$ cat src/rtl/ex_stage_if.sv
// ID/EX, forwarding and EX/MEM-facing signal bundle for the execute stage.
interface ex_stage_if;
  logic [87:0] idex_q;
  logic        ex_stall;
  logic        exmem_regwrite;
  logic [3:0]  exmem_dst;
  logic [15:0] exmem_result;
  logic        memwb_regwrite;
  logic [3:0]  memwb_dst;
  logic [15:0] memwb_data;
  logic [15:0] alu_result;
  logic [15:0] store_data;
  logic [2:0]  flags;
  logic [2:0]  flags_next;
  logic        halted;
  logic [3:0]  exmem_ctrl;
  logic [3:0]  exmem_dst_out;

  modport slave (
    input  idex_q, ex_stall, exmem_regwrite, exmem_dst, exmem_result,
           memwb_regwrite, memwb_dst, memwb_data,
    output alu_result, store_data, flags, flags_next, halted, exmem_ctrl, exmem_dst_out
  );

  modport master (
    output idex_q, ex_stall, exmem_regwrite, exmem_dst, exmem_result,
           memwb_regwrite, memwb_dst, memwb_data,
    input  alu_result, store_data, flags, flags_next, halted, exmem_ctrl, exmem_dst_out
  );
endinterface

$ cat src/rtl/ex_stage.sv
// Execute stage: operand forwarding, 16-bit ALU, {Z,V,N} flag register and sticky halt.
module ex_stage (
  input logic       clk,
  input logic       rst,
  ex_stage_if.slave bus
);
  typedef enum logic [3:0] {
    OP_ADD = 4'h0, OP_SUB = 4'h1, OP_XOR = 4'h2, OP_RED = 4'h3,
    OP_SLL = 4'h4, OP_SRA = 4'h5, OP_ROR = 4'h6, OP_PADDSB = 4'h7,
    OP_LW  = 4'h8, OP_SW  = 4'h9, OP_LLB = 4'hA, OP_LHB = 4'hB,
    OP_PCS0 = 4'hC, OP_PCS1 = 4'hD, OP_PCS2 = 4'hE, OP_PCS3 = 4'hF
  } op_e;

  logic [6:0]  ctrl;
  logic [15:0] instr, imm, rs2_data, rs1_data;
  logic [3:0]  dst_id, rs1_id, rs2_id;
  logic        valid, halt_req, alu_src, update;
  op_e         op;

  assign ctrl     = bus.idex_q[6:0];
  assign instr    = bus.idex_q[22:7];
  assign imm      = bus.idex_q[38:23];
  assign rs2_data = bus.idex_q[54:39];
  assign rs1_data = bus.idex_q[70:55];
  assign dst_id   = bus.idex_q[74:71];
  assign rs1_id   = bus.idex_q[78:75];
  assign rs2_id   = bus.idex_q[82:79];
  assign alu_src  = ctrl[4];
  assign valid    = ctrl[5];
  assign halt_req = ctrl[6];
  assign op       = op_e'(instr[15:12]);
  assign update   = valid & ~bus.ex_stall;

  logic unused_bits;
  assign unused_bits = &{1'b0, bus.idex_q[87:83], instr[11:0]};

  logic [15:0] a, fwd_b, b;
  always_comb begin
    if (bus.exmem_regwrite && bus.exmem_dst == rs1_id)      a = bus.exmem_result;
    else if (bus.memwb_regwrite && bus.memwb_dst == rs1_id) a = bus.memwb_data;
    else                                                    a = rs1_data;
    if (bus.exmem_regwrite && bus.exmem_dst == rs2_id)      fwd_b = bus.exmem_result;
    else if (bus.memwb_regwrite && bus.memwb_dst == rs2_id) fwd_b = bus.memwb_data;
    else                                                    fwd_b = rs2_data;
  end
  assign b = alu_src ? imm : fwd_b;

  logic [15:0] sum, diff, result;
  logic        add_ovf, sub_ovf, sat;
  logic [8:0]  red_lo, red_hi;
  logic [9:0]  red_sum;
  logic [31:0] rot;
  logic [4:0]  nib_sum;
  logic [15:0] padd;

  assign sum     = a + b;
  assign diff    = a - b;
  assign add_ovf = (a[15] == b[15]) && (sum[15] != a[15]);
  assign sub_ovf = (a[15] != b[15]) && (diff[15] != a[15]);
  assign red_lo  = {1'b0, a[7:0]} + {1'b0, b[7:0]};
  assign red_hi  = {1'b0, a[15:8]} + {1'b0, b[15:8]};
  assign red_sum = {1'b0, red_lo} + {1'b0, red_hi};
  assign rot     = {a, a} >> imm[3:0];

  // Nibble adds always use the forwarded rs2 value, never the immediate.
  always_comb begin
    padd    = '0;
    nib_sum = '0;
    for (int unsigned i = 0; i < 4; i++) begin
      nib_sum = {fwd_b[4*i+3], fwd_b[4*i +: 4]} + {a[4*i+3], a[4*i +: 4]};
      if (nib_sum[4] != nib_sum[3]) padd[4*i +: 4] = nib_sum[4] ? 4'h8 : 4'h7;
      else                          padd[4*i +: 4] = nib_sum[3:0];
    end
  end

  always_comb begin
    result = '0;
    sat    = 1'b0;
    case (op)
      OP_ADD: begin
        sat    = add_ovf;
        result = add_ovf ? (a[15] ? 16'h8000 : 16'h7FFF) : sum;
      end
      OP_SUB: begin
        sat    = sub_ovf;
        result = sub_ovf ? (a[15] ? 16'h8000 : 16'h7FFF) : diff;
      end
      OP_XOR:        result = a ^ b;
      OP_RED:        result = {{6{red_sum[9]}}, red_sum};
      OP_SLL:        result = a << imm[3:0];
      OP_SRA:        result = $signed(a) >>> imm[3:0];
      OP_ROR:        result = rot[15:0];
      OP_PADDSB:     result = padd;
      OP_LW, OP_SW:  result = a + imm;
      OP_LLB:        result = (a & 16'hFF00) | {8'h00, imm[7:0]};
      OP_LHB:        result = (a & 16'h00FF) | {imm[7:0], 8'h00};
      default:       result = imm;
    endcase
  end

  logic [2:0] flags_q, flags_fn;
  logic       halted_q;
  logic       z_new;
  assign z_new = (result == 16'h0000);

  always_comb begin
    flags_fn = flags_q;
    case (op)
      OP_ADD, OP_SUB:                 flags_fn = {z_new, sat, result[15]};
      OP_XOR, OP_SLL, OP_SRA, OP_ROR: flags_fn = {z_new, flags_q[1:0]};
      default:                        flags_fn = flags_q;
    endcase
  end

  always_ff @(posedge clk) begin
    if (rst) begin
      flags_q  <= '0;
      halted_q <= 1'b0;
    end else if (update) begin
      flags_q <= flags_fn;
      if (halt_req) halted_q <= 1'b1;
    end
  end

  assign bus.alu_result    = result;
  assign bus.store_data    = fwd_b;
  assign bus.flags         = flags_q;
  assign bus.flags_next    = update ? flags_fn : flags_q;
  assign bus.halted        = halted_q;
  assign bus.exmem_ctrl    = valid ? ctrl[3:0] : 4'h0;
  assign bus.exmem_dst_out = dst_id;
endmodule

$ cat src/flat_wrapper.sv
// flat-port wrapper written by rule: the top's interface ports become plain ports
module ex_stage_flat 
  (clk, rst, bus_idex_q, bus_ex_stall, bus_exmem_regwrite, bus_exmem_dst, bus_exmem_result, bus_memwb_regwrite, bus_memwb_dst, bus_memwb_data, bus_alu_result, bus_store_data, bus_flags, bus_flags_next, bus_halted, bus_exmem_ctrl, bus_exmem_dst_out);
  ex_stage_if bus_i ();
  input logic clk;
  input logic rst;
  input wire logic [$bits(bus_i.idex_q)-1:0] bus_idex_q;
  input wire logic [$bits(bus_i.ex_stall)-1:0] bus_ex_stall;
  input wire logic [$bits(bus_i.exmem_regwrite)-1:0] bus_exmem_regwrite;
  input wire logic [$bits(bus_i.exmem_dst)-1:0] bus_exmem_dst;
  input wire logic [$bits(bus_i.exmem_result)-1:0] bus_exmem_result;
  input wire logic [$bits(bus_i.memwb_regwrite)-1:0] bus_memwb_regwrite;
  input wire logic [$bits(bus_i.memwb_dst)-1:0] bus_memwb_dst;
  input wire logic [$bits(bus_i.memwb_data)-1:0] bus_memwb_data;
  output wire logic [$bits(bus_i.alu_result)-1:0] bus_alu_result;
  output wire logic [$bits(bus_i.store_data)-1:0] bus_store_data;
  output wire logic [$bits(bus_i.flags)-1:0] bus_flags;
  output wire logic [$bits(bus_i.flags_next)-1:0] bus_flags_next;
  output wire logic [$bits(bus_i.halted)-1:0] bus_halted;
  output wire logic [$bits(bus_i.exmem_ctrl)-1:0] bus_exmem_ctrl;
  output wire logic [$bits(bus_i.exmem_dst_out)-1:0] bus_exmem_dst_out;
  assign bus_i.idex_q = bus_idex_q;
  assign bus_i.ex_stall = bus_ex_stall;
  assign bus_i.exmem_regwrite = bus_exmem_regwrite;
  assign bus_i.exmem_dst = bus_exmem_dst;
  assign bus_i.exmem_result = bus_exmem_result;
  assign bus_i.memwb_regwrite = bus_memwb_regwrite;
  assign bus_i.memwb_dst = bus_memwb_dst;
  assign bus_i.memwb_data = bus_memwb_data;
  assign bus_alu_result = bus_i.alu_result;
  assign bus_store_data = bus_i.store_data;
  assign bus_flags = bus_i.flags;
  assign bus_flags_next = bus_i.flags_next;
  assign bus_halted = bus_i.halted;
  assign bus_exmem_ctrl = bus_i.exmem_ctrl;
  assign bus_exmem_dst_out = bus_i.exmem_dst_out;
  ex_stage u_core (.clk(clk), .rst(rst), .bus(bus_i));
endmodule
$ cat config.mk
export PLATFORM = sky130hd
export DESIGN_NAME = ex_stage_flat
export DESIGN_NICKNAME = d
export VERILOG_FILES = /design/src/rtl/ex_stage_if.sv /design/src/rtl/ex_stage.sv /design/src/flat_wrapper.sv
export SDC_FILE = /design/constraint.sdc
export NUM_CORES = 1
export LEC_CHECK = 0
export BUFFER_PORTS_ARGS = -buffer_cell sky130_fd_sc_hd__buf_2
export CAP_MARGIN = 0
export CORE_MARGIN = 2
export CORE_UTILIZATION = 47
export CTS_BUF_LIST = sky130_fd_sc_hd__clkbuf_8
export CTS_CLUSTER_DIAMETER = 50
export CTS_CLUSTER_SIZE = 12
export DETAILED_ROUTE_END_ITERATION = 8
export PLACE_DENSITY = 0.85
export SLEW_MARGIN = 20
export SYNTH_ARGS = -nofsm -noshare
export SYNTH_HDL_FRONTEND = slang
export SYNTH_SLANG_ARGS = --single-unit
export TNS_END_PERCENT = 10
$ cat constraint.sdc
create_clock -name clk -period 6.4 [get_ports clk]
set_clock_uncertainty 0.1 [all_clocks]
set_input_delay 0.32 -clock clk [delete_from_list [all_inputs] [get_ports clk]]
set_output_delay 0.32 -clock clk [all_outputs]
set_load 0.01 [all_outputs]
==> results of run 1 <==
## where the power goes
part           switching, mW  total [mW]  internal (mW)
logic                   1.11        1.86          0.749
registers           0.000174      0.0257         0.0255
clock network         0.0139      0.0540         0.0402
total                   1.12        1.94          0.814
## Yosys cell counts, types with 8 or more instances
cell | count | share of area, %
sky130_fd_sc_hd__nand2_1 | 147 | 6.5
sky130_fd_sc_hd__nor2_1 | 124 | 5.5
sky130_fd_sc_hd__a21oi_1 | 98 | 5.8
sky130_fd_sc_hd__o21ai_0 | 93 | 5.5
sky130_fd_sc_hd__inv_1 | 72 | 3.2
sky130_fd_sc_hd__ha_1 | 71 | 11
sky130_fd_sc_hd__clkbuf_1 | 59 | 2.6
sky130_fd_sc_hd__nor3_1 | 56 | 3.3
sky130_fd_sc_hd__nand3_1 | 42 | 2.5
sky130_fd_sc_hd__xnor2_1 | 38 | 3.9
sky130_fd_sc_hd__a211oi_1 | 32 | 2.8
sky130_fd_sc_hd__mux2i_1 | 31 | 3.7
sky130_fd_sc_hd__a31oi_1 | 26 | 1.9
sky130_fd_sc_hd__o22ai_1 | 26 | 1.9
sky130_fd_sc_hd__a22oi_1 | 24 | 2.1
sky130_fd_sc_hd__fa_1 | 24 | 5.7
sky130_fd_sc_hd__o211ai_1 | 21 | 1.9
sky130_fd_sc_hd__a221oi_1 | 20 | 2.1
sky130_fd_sc_hd__a311oi_1 | 19 | 2.0
sky130_fd_sc_hd__nand2b_1 | 14 | 1.0
sky130_fd_sc_hd__nor2b_1 | 14 | 1.0
sky130_fd_sc_hd__o31ai_1 | 13 | 1.2
sky130_fd_sc_hd__o21ai_1 | 12 | 0.71
sky130_fd_sc_hd__a21o_1 | 11 | 0.98
sky130_fd_sc_hd__nand4_1 | 11 | 0.81
sky130_fd_sc_hd__or3_1 | 11 | 0.81
sky130_fd_sc_hd__buf_2 | 9 | 0.53
sky130_fd_sc_hd__o21bai_1 | 9 | 0.80
sky130_fd_sc_hd__xor2_1 | 9 | 0.93
sky130_fd_sc_hd__a222oi_1 | 8 | 0.95
sky130_fd_sc_hd__and2_1 | 8 | 0.59
sky130_fd_sc_hd__nor4_1 | 8 | 0.59
## timing repair
| action | in CTS | in global routing |
|---|---|---|
| pin swaps | 27 | 16 |
| resized for setup | 73 | 24 |
| endpoints found under the hold margin | 0 | 0 |
| setup buffers | 20 | 8 |
| endpoints found under the setup margin | 18 | 16 |
| cloned | 1 | 0 |
## critical path: cells and delay by family
kind / cells / cell delay, ps
AOI/OAI and AO/OA: 11 / 2050
xor gates and xnor gates: 1 / 170
adders and majority gates: 2 / 790
buffers and inverters: 8 / 1090
muxes: 1 / 140
and+or+nand+nor: 10 / 1580
## cell families (layout without fill, tap and decap cells)
family | Yosys count | count (layout)
multiplexers | 37 | 37
XOR/XNOR | 47 | 47
flip-flops | 4 | 4
buffers and inverters | 157 | 475
AND/OR/NAND/NOR | 469 | 469
AO/OA/AOI/OAI | 498 | 498
adder cells (fa/ha/maj) | 95 | 95
## worst paths after layout
| check | startpoint | endpoint | cells past startpoint |
|---|---|---|---|
| hold reg to reg | u_core.bus.halted$_SDFFE_PP0P_ | u_core.bus.halted$_SDFFE_PP0P_ | 2 |
| setup / recovery | bus_idex_q[80] | bus_flags_next[2] | 33 |
| hold / removal | rst | u_core.bus.flags[0]$_SDFF_PP0_ | 2 |
| setup reg to reg | u_core.bus.flags[0]$_SDFF_PP0_ | u_core.bus.flags[0]$_SDFF_PP0_ | 2 |
## per-layer routing
layer	routed length (µm)	vias to the layer above	global-route usage (%)
met5	0	-	0
met4	4779	0	33.89
met3	8132	351	17.91
met2	20080	1330	74.93
met1	18440	5948	63.53
li1	-	5606	-
## layout make-up
cell class / count / area share (%)
repair buffers: 392 / 22.53
multi-input cells: 1146 / 71.31
clock buffers: 3 / 0.3589
flip-flops and latches: 4 / 0.6960
well taps: 229 / 2.490
inverters: 80 / 2.610
## sequential cells by signal, summed over array words and instances, names as in the netlist
register and cells:
u_core.bus.halted 1, u_core.bus.flags 3
## through the flow
| step | total power, mW | instance area (µm²) | setup TNS (ps) |
|---|---|---|---|
| 6_report | 1.939 | 11510 | -358.4 |
| 2_1_floorplan | 0.9819 | 8478 | 0 |
| 3_5_place_dp | 1.680 | 10810 | -5954 |
| 5_1_grt | 2.039 | 11510 | -1281 |
| 4_1_cts | 1.817 | 11340 | -12.30 |
| 3_3_place_gp | 1.662 | 10810 | -1736 |
==> metrics.md, run 1 <==
| Metric | Value |
|---|---|
| Number of placement rows | `49` |
| Count of placed standard cells in the final layout, fillers left out | `1,854` |
| Crit-path max cell delay | `about 570 ps` |
| Number of buffers between clock root and the deepest sink | `2` |
| Number of nets still failing antenna checks after routing | `0` |
| Sink count of the clock tree | `4` |
| Maximum ir drop on the vdd rail | `0.0001295 V` |
| Root buf cell | `sky130_fd_sc_hd__clkbuf_8` |
| Outcome | `finished, violations left` |
| Detailed-route DRC error count | `0` |
| Multi-input logic area | `roughly 8000 µm²` |
| Synthesis Warnings | `0` |
| Starting Density | `~48%` |
| Element type at the critical path start | `primary input` |
| Weighted congestion reported at the end of routability-driven placement | `1.138` |
| Most used cells in the layout excluding fill and tap cells | `sky130_fd_sc_hd__buf_4 (231), sky130_fd_sc_hd__buf_2 (154), sky130_fd_sc_hd__nand2_1 (141), sky130_fd_sc_hd__nor2_1 (118), sky130_fd_sc_hd__a21oi_1 (88)` |
| Top-Level Pins | `between 150 and 200` |
| Fraction of the mapped netlist area in compound gates | `between 30% and 40%` |
| Vias per Instance | `approximately 7.1` |
| Setup-violating endpoint count in the final report | `4` |
| Pin count of the biggest net entering global routing | `39` |
| Inserted Clock Buffers | `3` |
| Crit-path slowest cell | `sky130_fd_sc_hd__fa_1` |
| Total inserted antenna cells | `0` |
| Sequential share of the synthesized area | `less than 1%` |
| Post-synthesis net count | `1,535` |
| Pre-CTS setup slack | `-830.4 ps` |
| Fraction of the mapped netlist area in adder cells | `about 16%` |
| Core area | `approximately 18,000 µm²` |
| Commonest non-fill, non-tap cell in the layout | `sky130_fd_sc_hd__buf_4` |
| Total routed wirelength | `between 50 and 60 mm` |
| Worst hold margin | `about 250 ps` |
| Prevailing post-synth register cell | `sky130_fd_sc_hd__dfxtp_1` |
| Clock transition at the register clock pins on the worst setup and hold paths after CTS | `30 ps` |
| Synthesized area per cell | `between 6 and 7 µm²` |
| Count of input and output buffers | `between 150 and 200` |
| # fillers | `approximately 1,600` |
| Number of standard cells after synthesis | `1,307` |
| Type of the worst setup path | `primary input to primary output` |
| Worst-path fanout max | `5` |
| Netlist Area Pre-Place | `about 8500 µm²` |
| Ratio of cells with drive above 1 in the final layout | `between 30% and 40%` |
| Number of antenna violations at the first check in global routing | `0` |
| Global Route Usage Sum | `between 50% and 60%` |
| Total of hold buffers inserted after clock tree synthesis | `0` |
| Hold violation total from the final report | `0` |
| Power density over the cells | `168.5 nW/µm²` |
| Required arrival time at the worst endpoint | `between 5000 and 6000 ps` |
| Standby leakage power | `5.119 nW` |
| First-pass GRT wire length | `around 76 mm` |
| Number of cells after detailed placement | `roughly 1,800` |
| Area used by sequential logic in the layout | `between 80 and 90 µm²` |
| Kind of path behind the tightest hold check | `primary input to flop` |
| Area growth syn-to-layout | `36.04%` |
| Drt first pass iters | `8` |
| Vias after detailed routing | `13,240` |
| FF+latch count, synth | `4` |
| Final Critical Period | `~6600 ps` |
| Post-detail-place hpwl | `a little over 40 mm` |
| Aggregate global routing overflow | `0` |
| Die extent in x | `138.2 µm` |
| Main combinational cell family by area after synthesis | `compound AO/OA/AOI/OAI gates` |
| Clock tree from TritonCTS | `done` |
| Clk_lat worst skew | `~220 ps` |
| Mux contribution to synthesized area | `around 4.8%` |
| Cell with the most instances on the worst path | `sky130_fd_sc_hd__nor2_1` |
| Achievable clock frequency | `152.0 MHz` |
| Critical path arrival | `just over 6000 ps` |
| H-tree depth | `1` |
| Post-layout net count | `roughly 1,900` |
| Unrepaired setup endpoints after global routing | `true` |
| Worst slew margin relative to its limit | `between 20% and 30%` |
| Count of unique library cells instantiated by Yosys | `slightly above 80` |
| Wirelength per Cell | `approximately 28 µm` |
| Number of global-route vias before repair | `12,470` |
| Max-slew violation count | `0` |
| Fraction of the mapped netlist area in simple logic gates | `25.89%` |
| Share of flip-flops with an asynchronous set or reset | `0%` |
| Die Y | `roughly 140 µm` |
| Number of synthesized flops with an enable pin | `0` |
| Actual transition at the worst max-transition pin | `~1100 ps` |
| PnR worst setup slack | `-177.6 ps` |
| Parity-gate share of the synthesized area counting xor and xnor cells | `a little under 5%` |
| Area of the die | `approximately 19,000 µm²` |
| CP Capture Type | `primary output` |
| Number of design-rule violations left by the first detailed-router iteration | `about 2,200` |
| R2r setup slk | `roughly 5500 ps` |
| Failing checks | `setup timing` |
| Crit share post-route | `102.8%` |
| Max capacitance violation total | `0` |
| Post-layout utilization of the core | `64.72%` |
Power figures use the tool's default switching activity.
==> inputs of run 2 (changes only) <==
--- a/config.mk
+++ b/config.mk
@@ -6,14 +6,16 @@
 export NUM_CORES = 1
 export LEC_CHECK = 0
 export BUFFER_PORTS_ARGS = -buffer_cell sky130_fd_sc_hd__buf_2
-export CAP_MARGIN = 0
+export CAP_MARGIN = 15
+export CELL_PAD_IN_SITES_DETAIL_PLACEMENT = 0
+export CELL_PAD_IN_SITES_GLOBAL_PLACEMENT = 2
 export CORE_MARGIN = 2
-export CORE_UTILIZATION = 47
+export CORE_UTILIZATION = 28
 export CTS_BUF_LIST = sky130_fd_sc_hd__clkbuf_8
 export CTS_CLUSTER_DIAMETER = 50
 export CTS_CLUSTER_SIZE = 12
 export DETAILED_ROUTE_END_ITERATION = 8
-export PLACE_DENSITY = 0.85
+export PLACE_DENSITY = 0.92
 export SLEW_MARGIN = 20
 export SYNTH_ARGS = -nofsm -noshare
 export SYNTH_HDL_FRONTEND = slang
==> run 2 against run 1 <==
  * The run still ends with setup timing left
  * Fmax up 0.10%
  * Non-clock buffer count down 8
  * Wire length down 0.72%
  * Via count down 2.3%
  * Combinational power about the same
  * Count of clock-buffer cells in the layout unchanged
  * Hold slack about the same
  * Die area up 66%
  * Clock power down 1%
  * Critical path type unchanged
  * Largest cell class unchanged
  * Largest power group unchanged
==> metrics.md, run 2 (synthesized netlist as in run 1, its figures left out) <==
| Metric | Value |
|---|---|
| Outcome | `finished, violations left` |
| Failing checks | `setup timing` |
| Max capacitance violation total | `0 (unchanged)` |
| Worst hold margin | `252.4 ps (-0.1120 ps)` |
| Critical path depth in cells | `31 (-6.1%)` |
| PnR worst setup slack | `-170.8 ps (+6.802 ps)` |
| First-pass GRT wire length | `73.18 mm (-3.8%)` |
| Crit-path slowest cell | `sky130_fd_sc_hd__fa_2` |
| H-tree depth | `1 (unchanged)` |
| Number of cells after detailed placement | `1,979 (+8.6%)` |
| Post-layout net count | `1,847 (-0.43%)` |
| Achievable clock frequency | `152.2 MHz (+0.10%)` |
| Die Y | `177.8 µm (+29%)` |
| R2R Path End | `u_core.bus.flags[1]$_SDFF_PP0_` |
| Element type at the critical path start | `primary input` |
| Instance count along the most critical hold path | `2 (unchanged)` |
| Number of nets still failing antenna checks after routing | `0 (unchanged)` |
| Crit share post-route | `102.7% (-0.11 points)` |
| Root buf cell | `sky130_fd_sc_hd__clkbuf_8` |
| Unrepaired setup endpoints after global routing | `true` |
| Total routed wirelength | `51.06 mm (-0.72%)` |
| Vias per Instance | `6.430 (-9.9%)` |
| Reg2Reg Launch Point | `u_core.bus.flags[1]$_SDFF_PP0_` |
| Clock tree from TritonCTS | `done` |
| Total buffers and inverters traversed by the critical path | `6 (-2)` |
| Sink count of the clock tree | `4 (unchanged)` |
| Hold violation total from the final report | `0 (unchanged)` |
| Total of hold buffers inserted after clock tree synthesis | `0 (unchanged)` |
| Area of the die | `31,610 µm² (+66%)` |
| Worst R2R Path Depth | `2 (unchanged)` |
| Final Critical Period | `6571 ps (-6.802 ps)` |
| Setup-violating endpoint count in the final report | `1 (-3)` |
| Worst slew margin relative to its limit | `24.60% (-0.59 points)` |
| Number of placement rows | `63 (+29%)` |
| Endpoint with the worst hold slack | `u_core.bus.flags[0]$_SDFF_PP0_` |
| Power density over the cells | `167.8 nW/µm² (-0.44%)` |
| Core area | `29,720 µm² (+67%)` |
| Kind of path behind the tightest hold check | `primary input to flop` |
| Starting Density | `28.46% (-19 points)` |
| Crit-path max cell delay | `520 ps (-50 ps)` |
| R2r setup slk | `5490 ps (about the same)` |
| Number of buffers between clock root and the deepest sink | `2 (unchanged)` |
| Die extent in x | `177.8 µm (+29%)` |
| Number of antenna violations at the first check in global routing | `5 (+5)` |
| Count of input and output buffers | `154 (unchanged)` |
| Cell with the most instances on the worst path | `sky130_fd_sc_hd__nor2_1` |
| Clk_lat worst skew | `220 ps (about the same)` |
| Required arrival time at the worst endpoint | `5980 ps (about the same)` |
| Weighted congestion reported at the end of routability-driven placement | `1.166 (+2.4%)` |
| Detailed-route DRC error count | `0 (unchanged)` |
| Type of the worst setup path | `primary input to primary output` |
| Maximum ir drop on the vdd rail | `0.00007557 V (-42%)` |
| Count of placed standard cells in the final layout, fillers left out | `2,010 (+8.4%)` |
| Actual transition at the worst max-transition pin | `1123 ps (+7.333 ps)` |
| Post-detail-place hpwl | `40.96 mm (+0.10%)` |
| Vias after detailed routing | `12,920 (-2.3%)` |
| Critical path arrival | `6150 ps (about the same)` |
| Worst-path fanout max | `9 (+4)` |
| Drt first pass iters | `8 (unchanged)` |
| # fillers | `3,179 (+96%)` |
| Commonest non-fill, non-tap cell in the layout | `sky130_fd_sc_hd__buf_4` |
| Global Route Usage Sum | `30.79% (-20 points)` |
| Number of design-rule violations left by the first detailed-router iteration | `2,317 (+4.7%)` |
| Area growth syn-to-layout | `38.27%` |
| Most used cells in the layout excluding fill and tap cells | `sky130_fd_sc_hd__buf_4 (221), sky130_fd_sc_hd__buf_2 (151), sky130_fd_sc_hd__nand2_1 (141), sky130_fd_sc_hd__nor2_1 (120), sky130_fd_sc_hd__o21ai_0 (91)` |
| Top-Level Pins | `180 (unchanged)` |
| Aggregate global routing overflow | `0 (unchanged)` |
| Post-route total power | `1.962 mW (+1.2%)` |
| Max-slew violation count | `0 (unchanged)` |
| Post-route setup TNS | `-170.8 ps (+187.6 ps)` |
| Pin count of the biggest net entering global routing | `39 (unchanged)` |
| Wirelength per Cell | `25.40 µm (-8.4%)` |
| Max reg flops | `3 (unchanged)` |
| Ratio of cells with drive above 1 in the final layout | `30.30% (-0.22 points)` |
| Standby leakage power | `5.101 nW (-0.35%)` |
| Inserted Clock Buffers | `3 (unchanged)` |
| Pre-CTS setup slack | `-854.2 ps (-23.75 ps)` |
| CP Capture Type | `primary output` |
| Clock transition at the register clock pins on the worst setup and hold paths after CTS | `30 ps (about the same)` |
| Number of global-route vias before repair | `12,010 (-3.7%)` |
| Cell family contributing the most delay on the critical path | `compound AO/OA/AOI/OAI gates` |
| Hold_sp | `rst` |
==> run 2: cell types whose count changed in the layout (fill, tap and decap cells not counted), sizes merged <==
cell,before,now
buf,392,383
clkbuf,3,4
diode,0,3
==> run 2: what timing repair did <==
action | in CTS | in global routing
resized for setup | 46 | 56
endpoints found under the hold margin | 0 | 0
setup endpoints to repair | 16 | 16
pin swaps | 10 | 42
setup buffers | 7 | 18
cloned | 0 | 1
==> run 2: layer usage <==
metal | vias to the layer above | part of all wire [%] | GRT usage [%]
li1 | 5579 | - | -
met1 | 5840 | 38 | 39.57
met2 | 1200 | 39 | 44.90
met3 | 303 | 16 | 11.78
met4 | 2 | 7.3 | 14.62
met5 | - | 0.027 | 0.3205
==> run 2: worst max-delay path by stage <==
stage               slack [ps]        startpoint           endpoint
finish                    -170  bus_exmem_dst[0]  bus_flags_next[2]
global route              -450    bus_idex_q[79]  bus_flags_next[2]
CTS                        -90  bus_exmem_dst[3]  bus_flags_next[2]
detailed placement        -850  bus_exmem_dst[3]  bus_flags_next[2]
global placement          -830  bus_exmem_dst[3]  bus_flags_next[2]
floorplan                    4  bus_exmem_dst[3]  bus_flags_next[2]
==> run 2: stage by stage <==
step	utilization (%)	area, µm²
after detailed placement	36.90	10970
after floorplan	-	8478
after CTS	37.96	11280
final	39.35	11700
after global placement	36.90	10970
after global routing	39.33	11690
==> run 2: area by class of cell <==
cell class | count | area (µm²) | area share, %
Antenna cell | 3 | 7.507 | 0.06419
Multi-Input combinational cell | 1146 | 8202 | 70.13
Sequential cell | 4 | 80.08 | 0.6847
Clock buffer | 3 | 41.29 | 0.3531
Tap cell | 390 | 488.0 | 4.172
Timing Repair Buffer | 384 | 2576 | 22.03
Inverter | 80 | 300.3 | 2.568
==> run 2: power by group <==
part           switching (mW)  internal, mW
sequential           0.000173        0.0255
combinational            1.13         0.752
clock                  0.0132        0.0401
total                    1.14         0.818
